File: config.mk
export PLATFORM = sky130hd
export DESIGN_NAME = reset_sequencer_flat
export DESIGN_NICKNAME = d
export VERILOG_FILES = /design/src/rtl/reset_sequencer_if.sv /design/src/rtl/reset_sequencer.sv /design/src/flat_wrapper.sv
export SDC_FILE = /design/constraint.sdc
export NUM_CORES = 1
export LEC_CHECK = 0
export ABC_AREA = 1
export CAP_MARGIN = 20
export CORE_MARGIN = 2
export CORE_UTILIZATION = 50
export DETAILED_ROUTE_END_ITERATION = 10
export PLACE_DENSITY = 0.77
export SLEW_MARGIN = 20
export SYNTH_ARGS = -nofsm -noshare
export SYNTH_HDL_FRONTEND = slang
export SYNTH_SLANG_ARGS = --single-unit
File: constraint.sdc
create_clock -name CLK -period 1.9 [get_ports CLK]
set_input_delay 0.19 -clock CLK [delete_from_list [all_inputs] [get_ports CLK]]
set_output_delay 0.19 -clock CLK [all_outputs]
set_load 0.03 [all_outputs]
File: src/rtl/reset_sequencer_if.sv
// reset_sequencer_if
// Groups the reset sequencer's asynchronous inputs and its reset/status outputs.
//   pll_locked      : PLL lock indicator (asynchronous to CLK)
//   button_in       : GRESET push-button level, 1 = pressed (asynchronous)
//   sys_reset       : registered active-high reset to CPU/peripherals
//   reset_cause     : latched cause, 01 power-on, 10 button, 11 PLL lock loss
//   button_event    : one-cycle pulse on debounced button release
//   locked_filtered : qualified lock status
// Modports: slave = sequencer side, master = the block driving the inputs.
`timescale 1ns/1ps

interface reset_sequencer_if;
    logic       pll_locked;
    logic       button_in;
    logic       sys_reset;
    logic [1:0] reset_cause;
    logic       button_event;
    logic       locked_filtered;

    modport slave (
        input  pll_locked,
        input  button_in,
        output sys_reset,
        output reset_cause,
        output button_event,
        output locked_filtered
    );

    modport master (
        output pll_locked,
        output button_in,
        input  sys_reset,
        input  reset_cause,
        input  button_event,
        input  locked_filtered
    );
endinterface

File: src/rtl/reset_sequencer.sv
// reset_sequencer
// Upstream reset generator: PLL-lock filter, debounced GRESET button and a
// minimum-width reset hold, combined in one FSM that drives a registered
// active-high system reset and a latched reset-cause code.
// Ports:
//   CLK       : system clock, rising edge
//   reset_in  : asynchronous active-high global reset
//   bus       : reset_sequencer_if.slave (pll_locked, button_in in;
//               sys_reset, reset_cause, button_event, locked_filtered out)
//
// state     | meaning
// WAIT_LOCK | waiting for qualified PLL lock, reset asserted
// HOLD      | lock qualified, counting the minimum reset width
// RUN       | system out of reset
// BUTTON    | debounced button held, reset asserted until release
`timescale 1ns/1ps

module reset_sequencer #(
    parameter int DEBOUNCE_CYCLES = 100000,
    parameter int HOLD_CYCLES     = 256,
    parameter int LOCK_FILTER     = 16
) (
    input  logic             CLK,
    input  logic             reset_in,
    reset_sequencer_if.slave bus
);

    localparam int LF_W = $clog2(LOCK_FILTER + 1);
    localparam int DB_W = (DEBOUNCE_CYCLES > 1) ? $clog2(DEBOUNCE_CYCLES) : 1;
    localparam int HD_W = (HOLD_CYCLES > 1) ? $clog2(HOLD_CYCLES) : 1;

    localparam logic [LF_W-1:0] LF_MAX  = LF_W'(LOCK_FILTER);
    localparam logic [DB_W-1:0] DB_LAST = DB_W'(DEBOUNCE_CYCLES - 1);
    localparam logic [HD_W-1:0] HD_LAST = HD_W'(HOLD_CYCLES - 1);

    localparam logic [1:0] CAUSE_POR  = 2'b01;
    localparam logic [1:0] CAUSE_BTN  = 2'b10;
    localparam logic [1:0] CAUSE_LOCK = 2'b11;

    typedef enum logic [1:0] {
        WAIT_LOCK = 2'd0,
        HOLD      = 2'd1,
        RUN       = 2'd2,
        BUTTON    = 2'd3
    } state_t;

    logic            lk_m, lk_s;
    logic            bt_m, bt_s;
    logic [LF_W-1:0] lf_cnt;
    logic            locked_filtered;
    logic            db, db_prev;
    logic [DB_W-1:0] db_cnt;
    logic            button_event_q;
    state_t          state;
    logic [HD_W-1:0] hold_cnt;
    logic            sys_reset_q;
    logic [1:0]      reset_cause_q;

    // Two-flop synchronizers for the asynchronous inputs.
    always_ff @(posedge CLK or posedge reset_in) begin
        if (reset_in) begin
            lk_m <= 1'b0;
            lk_s <= 1'b0;
            bt_m <= 1'b0;
            bt_s <= 1'b0;
        end else begin
            lk_m <= bus.pll_locked;
            lk_s <= lk_m;
            bt_m <= bus.button_in;
            bt_s <= bt_m;
        end
    end

    // Lock filter. The counter tracks the level lk_s is loading on this edge,
    // so a lock sample is counted on the same edge it leaves the synchronizer
    // and a single low sample clears the count on that edge.
    always_ff @(posedge CLK or posedge reset_in) begin
        if (reset_in) begin
            lf_cnt <= '0;
        end else if (!lk_m) begin
            lf_cnt <= '0;
        end else if (lf_cnt != LF_MAX) begin
            lf_cnt <= lf_cnt + 1'b1;
        end
    end

    // A full count always coincides with lk_s high; the term only keeps the
    // qualified status tied to the synchronized level.
    assign locked_filtered = lk_s && (lf_cnt == LF_MAX);

    // Debounce: db flips on the DEBOUNCE_CYCLES-th consecutive differing sample.
    always_ff @(posedge CLK or posedge reset_in) begin
        if (reset_in) begin
            db             <= 1'b0;
            db_prev        <= 1'b0;
            db_cnt         <= '0;
            button_event_q <= 1'b0;
        end else begin
            db_prev        <= db;
            button_event_q <= db_prev && !db;
            if (bt_s != db) begin
                if (db_cnt == DB_LAST) begin
                    db     <= ~db;
                    db_cnt <= '0;
                end else begin
                    db_cnt <= db_cnt + 1'b1;
                end
            end else begin
                db_cnt <= '0;
            end
        end
    end

    // Sequencer FSM. sys_reset is only touched on edges entering or leaving
    // RUN; in every other state it is already high. Lock loss is tested first
    // so it always wins over the button.
    always_ff @(posedge CLK or posedge reset_in) begin
        if (reset_in) begin
            state         <= WAIT_LOCK;
            hold_cnt      <= '0;
            sys_reset_q   <= 1'b1;
            reset_cause_q <= CAUSE_POR;
        end else begin
            case (state)
                WAIT_LOCK: begin
                    if (locked_filtered) begin
                        state    <= HOLD;
                        hold_cnt <= '0;
                    end
                end
                HOLD: begin
                    if (!locked_filtered) begin
                        state         <= WAIT_LOCK;
                        reset_cause_q <= CAUSE_LOCK;
                    end else if (db) begin
                        state         <= BUTTON;
                        reset_cause_q <= CAUSE_BTN;
                    end else if (hold_cnt == HD_LAST) begin
                        state       <= RUN;
                        sys_reset_q <= 1'b0;
                    end else begin
                        hold_cnt <= hold_cnt + 1'b1;
                    end
                end
                RUN: begin
                    if (!locked_filtered) begin
                        state         <= WAIT_LOCK;
                        sys_reset_q   <= 1'b1;
                        reset_cause_q <= CAUSE_LOCK;
                    end else if (db) begin
                        state         <= BUTTON;
                        sys_reset_q   <= 1'b1;
                        reset_cause_q <= CAUSE_BTN;
                    end
                end
                BUTTON: begin
                    if (!locked_filtered) begin
                        state         <= WAIT_LOCK;
                        reset_cause_q <= CAUSE_LOCK;
                    end else if (!db) begin
                        state    <= HOLD;
                        hold_cnt <= '0;
                    end
                end
                default: begin
                    state       <= WAIT_LOCK;
                    sys_reset_q <= 1'b1;
                end
            endcase
        end
    end

    assign bus.sys_reset       = sys_reset_q;
    assign bus.reset_cause     = reset_cause_q;
    assign bus.button_event    = button_event_q;
    assign bus.locked_filtered = locked_filtered;

endmodule
File: src/flat_wrapper.sv
// flat-port wrapper written by rule: the top's interface ports become plain ports
module reset_sequencer_flat 
#(
    parameter int DEBOUNCE_CYCLES = 100000,
    parameter int HOLD_CYCLES     = 256,
    parameter int LOCK_FILTER     = 16
)
  (CLK, reset_in, bus_pll_locked, bus_button_in, bus_sys_reset, bus_reset_cause, bus_button_event, bus_locked_filtered);
  reset_sequencer_if bus_i ();
  input  logic CLK;
  input  logic reset_in;
  input wire logic [$bits(bus_i.pll_locked)-1:0] bus_pll_locked;
  input wire logic [$bits(bus_i.button_in)-1:0] bus_button_in;
  output wire logic [$bits(bus_i.sys_reset)-1:0] bus_sys_reset;
  output wire logic [$bits(bus_i.reset_cause)-1:0] bus_reset_cause;
  output wire logic [$bits(bus_i.button_event)-1:0] bus_button_event;
  output wire logic [$bits(bus_i.locked_filtered)-1:0] bus_locked_filtered;
  assign bus_i.pll_locked = bus_pll_locked;
  assign bus_i.button_in = bus_button_in;
  assign bus_sys_reset = bus_i.sys_reset;
  assign bus_reset_cause = bus_i.reset_cause;
  assign bus_button_event = bus_i.button_event;
  assign bus_locked_filtered = bus_i.locked_filtered;
  reset_sequencer #(.DEBOUNCE_CYCLES(DEBOUNCE_CYCLES), .HOLD_CYCLES(HOLD_CYCLES), .LOCK_FILTER(LOCK_FILTER)) u_core (.CLK(CLK), .reset_in(reset_in), .bus(bus_i));
endmodule
==> flow_summary.ini <==
[sta]
fin_crit_ns = 1.68
hold_viol = 0
tightest_slew_ns = 0.518
slew_headroom_pct = 65.5
setup_viol = 0
finalMaxSlewViolations = 0
clock.fmax_mhz = 594
period_share_pct = 88.7
finalSetupTns_ns = 0
fin_skew_ns = 0.0128
rsz0062_at_grt = false
fin_ws_ns = 0.215

[clock_network]
clock_latency_ns = 0.30
h-tree-depth = 2
cts_buffers = 5
cts.sinks = 42
cts_hold_buffers = 0
cts_setup_buffers = 0
cts_tree = built
clockRootBuffer = clkbuf_8
clk_pin_slew_ns = 0.08
clock_path_buffers = 2

[layout]
syn_to_final_growth_pct = 9.93
layout.cells.non_filler = 388
final_core_util_pct = 57.0
drive_gt1_share_pct = 10.8
diodes = 0
num-nets-final = 347

[synth]
synth_top_area_share_pct = 41.2
synth_adder_area_share_pct = 5.15
synthCells = 317
synth_area_per_cell_sq_um = 7.67
yosys_most_used_dff = dfrtp_1
synth-edff-count = 0
synth_fp_nets = 331
ys_seq_area_share_pct = 43.3
synth_xor_area_share_pct = 4.01
async_reset_ff_share_pct = 100
yosys.area.top_type = dfrtp_1
synth_area_sq_um = 2430
ys_types = 30
yosys_warnings = 0
ys_ff_latch = 42
ys_top_cells_by_area = dfrtp_1 (41%), nand2_1 (14%), nor2_1 (7.6%)
synth-simple-area-share_pct = 38.1
synth_compound_area_share_pct = 2.42
synthMuxAreaShare_pct = 0
synth_top_family_by_area = simple AND/OR/NAND/NOR gates

[power]
internal-power_mw = 1.40
leakagePower_nw = 1.33
p_per_area_nw_per_um2 = 767
p_comb_share_pct = 22.5
finalPower_mw = 2.05
sw_frac_of_total_pct = 31.6
switchingPower_mw = 0.647
peakVddDrop_mv = 0.566
pwr-share-clk_pct = 28.7
seqPwrFrac_pct = 48.8

[worst_setup_path]
cp_cell_sequence = clkdlybuf4s50_1
path_buf_inv = 1
end_kind = output port
worstSetupStartpoint = u_core.bus.reset_cause[0]
critical-path-max-stage-delay_ns = 0.66
cp_top_family = buffers and inverters
crit_path_max_fanout = 2
reg2reg_from = u_core.state[1]
required_ns = 1.71
crit_cells = 1
r2r-end = u_core.hold_cnt[0]
worstSetupStartpointType = flop
worstSetupPathType = flop to output port
rrSetupSlack_ns = 0.30
r2r_cells = 8
critPathSlowestCell = clkdlybuf4s50_1
arrival_ns = 1.49

[placed_design]
gp_congestion = 0.871
io_buffers = 8
place.detailed.hpwl_um = 3210
placed_cells = 380
dpl_worst_slack_ns = 0.138

[global_routing]
grt.overflow.total = 0
grtUsageTotal_pct = 18.2
grt_util_met1_pct = 23.4
grt_pass1_wl_um = 7740
grt.met3_usage_pct = 4.94
met2_usage_pct = 29.9
grt_antenna_before_repair = 0
grt_pass1_vias = 1864
grt.busiest_layer = met2
grt_max_degree = 43

[drt]
wl_um = 4320
wl_per_cell_um = 11.1
vias = 1955
ant_nets = 0
vias_per_cell = 5.04
dr.first_iter.drc_count = 114
firstDrtPassIters = 4
drcViolationCount = 0

[worst_hold_path]
hold_path_class = input pin to asynchronous set/reset pin

[die]
core_sq_um = 4690
dieArea_sq_um = 5440
initial_core_util_pct = 51.8
row_count = 25
fp.dieH_um = 73.7
top_level_ports = 9
die_width_um = 73.7

[flow_run]
max_cap_viol_count = 0

[outcome]
status = completed
## cells by family (layout without fill, tap and decap cells)
family | Yosys count | in the layout
AOI/OAI and AO/OA | 11 | 11
xor gates and xnor gates | 9 | 9
adders and majority gates | 10 | 10
buffers and inverters | 44 | 61
DFF | 42 | 42
and+or+nand+nor | 201 | 201
## worst max-delay path by stage
stage / to / slack, ns
CTS: bus_locked_filtered / 0.09
global route: u_core.hold_cnt[0] / 0.10
floorplan: u_core.state[0] / 0.46
finish: bus_reset_cause[0] / 0.22
detailed placement: bus_locked_filtered / 0.14
global placement: bus_locked_filtered / 0.17
## repair_timing
| item | 4_1_cts | 5_1_grt |
|---|---|---|
| endpoints found under the setup margin | 1 | 2 |
| gates resized for setup | 1 | 3 |
| hold endpoints to repair | 0 | 0 |
## cell usage after synthesis (all sizes together) (2+ instances only)
cell type,count
xor2,7
xnor2,2
nor3b,3
dfstp,2
inv,43
nand3,29
dfrtp,40
nor2,55
o21ai,5
nor3,7
a21oi,4
ha,10
nand2,97
nand4,7
## sequential cells by signal, indices dropped and copies added, names as in the netlist
signal                   count
u_core.lk_m                  1
u_core.bus.sys_reset         1
u_core.state                 2
u_core.db_prev               1
u_core.hold_cnt              8
u_core.lk_s                  1
u_core.db_cnt               17
u_core.bt_m                  1
u_core.db                    1
u_core.bus.button_event      1
u_core.bus.reset_cause       2
u_core.lf_cnt                5
u_core.bt_s                  1
## power by group through the flow
stage	clock network [mW]	registers (mW)	logic (mW)
after floorplan	0	1.03	0.330
after global placement	0	1.01	0.451
after detailed placement	0	1.02	0.461
after CTS	0.609	1.00	0.462
after global routing	0.647	1.01	0.529
final	0.588	1.00	0.462
## worst reg2reg max path, cell delays in order, from the launching register on
cell     delay [ns]
dfrtp_1        0.41
inv_1          0.10
ha_1           0.25
inv_2          0.15
nand3_1        0.11
nand2_2        0.10
nand4_2        0.20
nand2_1        0.13
nand2_1        0.06
## through the flow
step | hold slack (ns) | cell area (sq um)
finish | 0.324 | 2670
global route | 0.338 | 2670
CTS | 0.331 | 2680
detailed placement | 0.341 | 2590
global placement | 0.335 | 2590
floorplan | 0.221 | 2430
## final cells by class
type	count	area, sq um
clock buffer	7	86.3
clock inverter	1	5.00
fill	436	2020
inverter	43	161
multi-input combinational	231	1210
sequential	42	1050
tap	54	67.6
timing repair buffer	10	90.1
## cell usage in the layout, fill, tap and decap left out, types with 2 or more instances in the layout
master	netlist	layout
nor2_2	4	4
nor2_4	2	2
dfstp_2	2	2
nand4_1	6	6
ha_1	10	10
nand2_2	5	5
nand3_2	3	3
o21ai_0	5	5
nor3_2	2	2
inv_2	2	3
clkbuf_8	0	6
xor2_1	6	6
inv_1	41	40
nand3_1	25	25
dfrtp_1	40	40
xnor2_1	2	2
a21oi_1	4	4
nand2_1	91	91
nor3_1	5	5
nor2_1	49	49
nor3b_1	3	3
clkdlybuf4s50_1	0	7
buf_4	1	2
## layer usage
metal	vias up	wire length, um
li1	1025	-
met2	38	2070
met1	888	2030
met5	-	0
met3	4	177
met4	0	39
No activity file was read; power rests on OpenSTA's default activity.
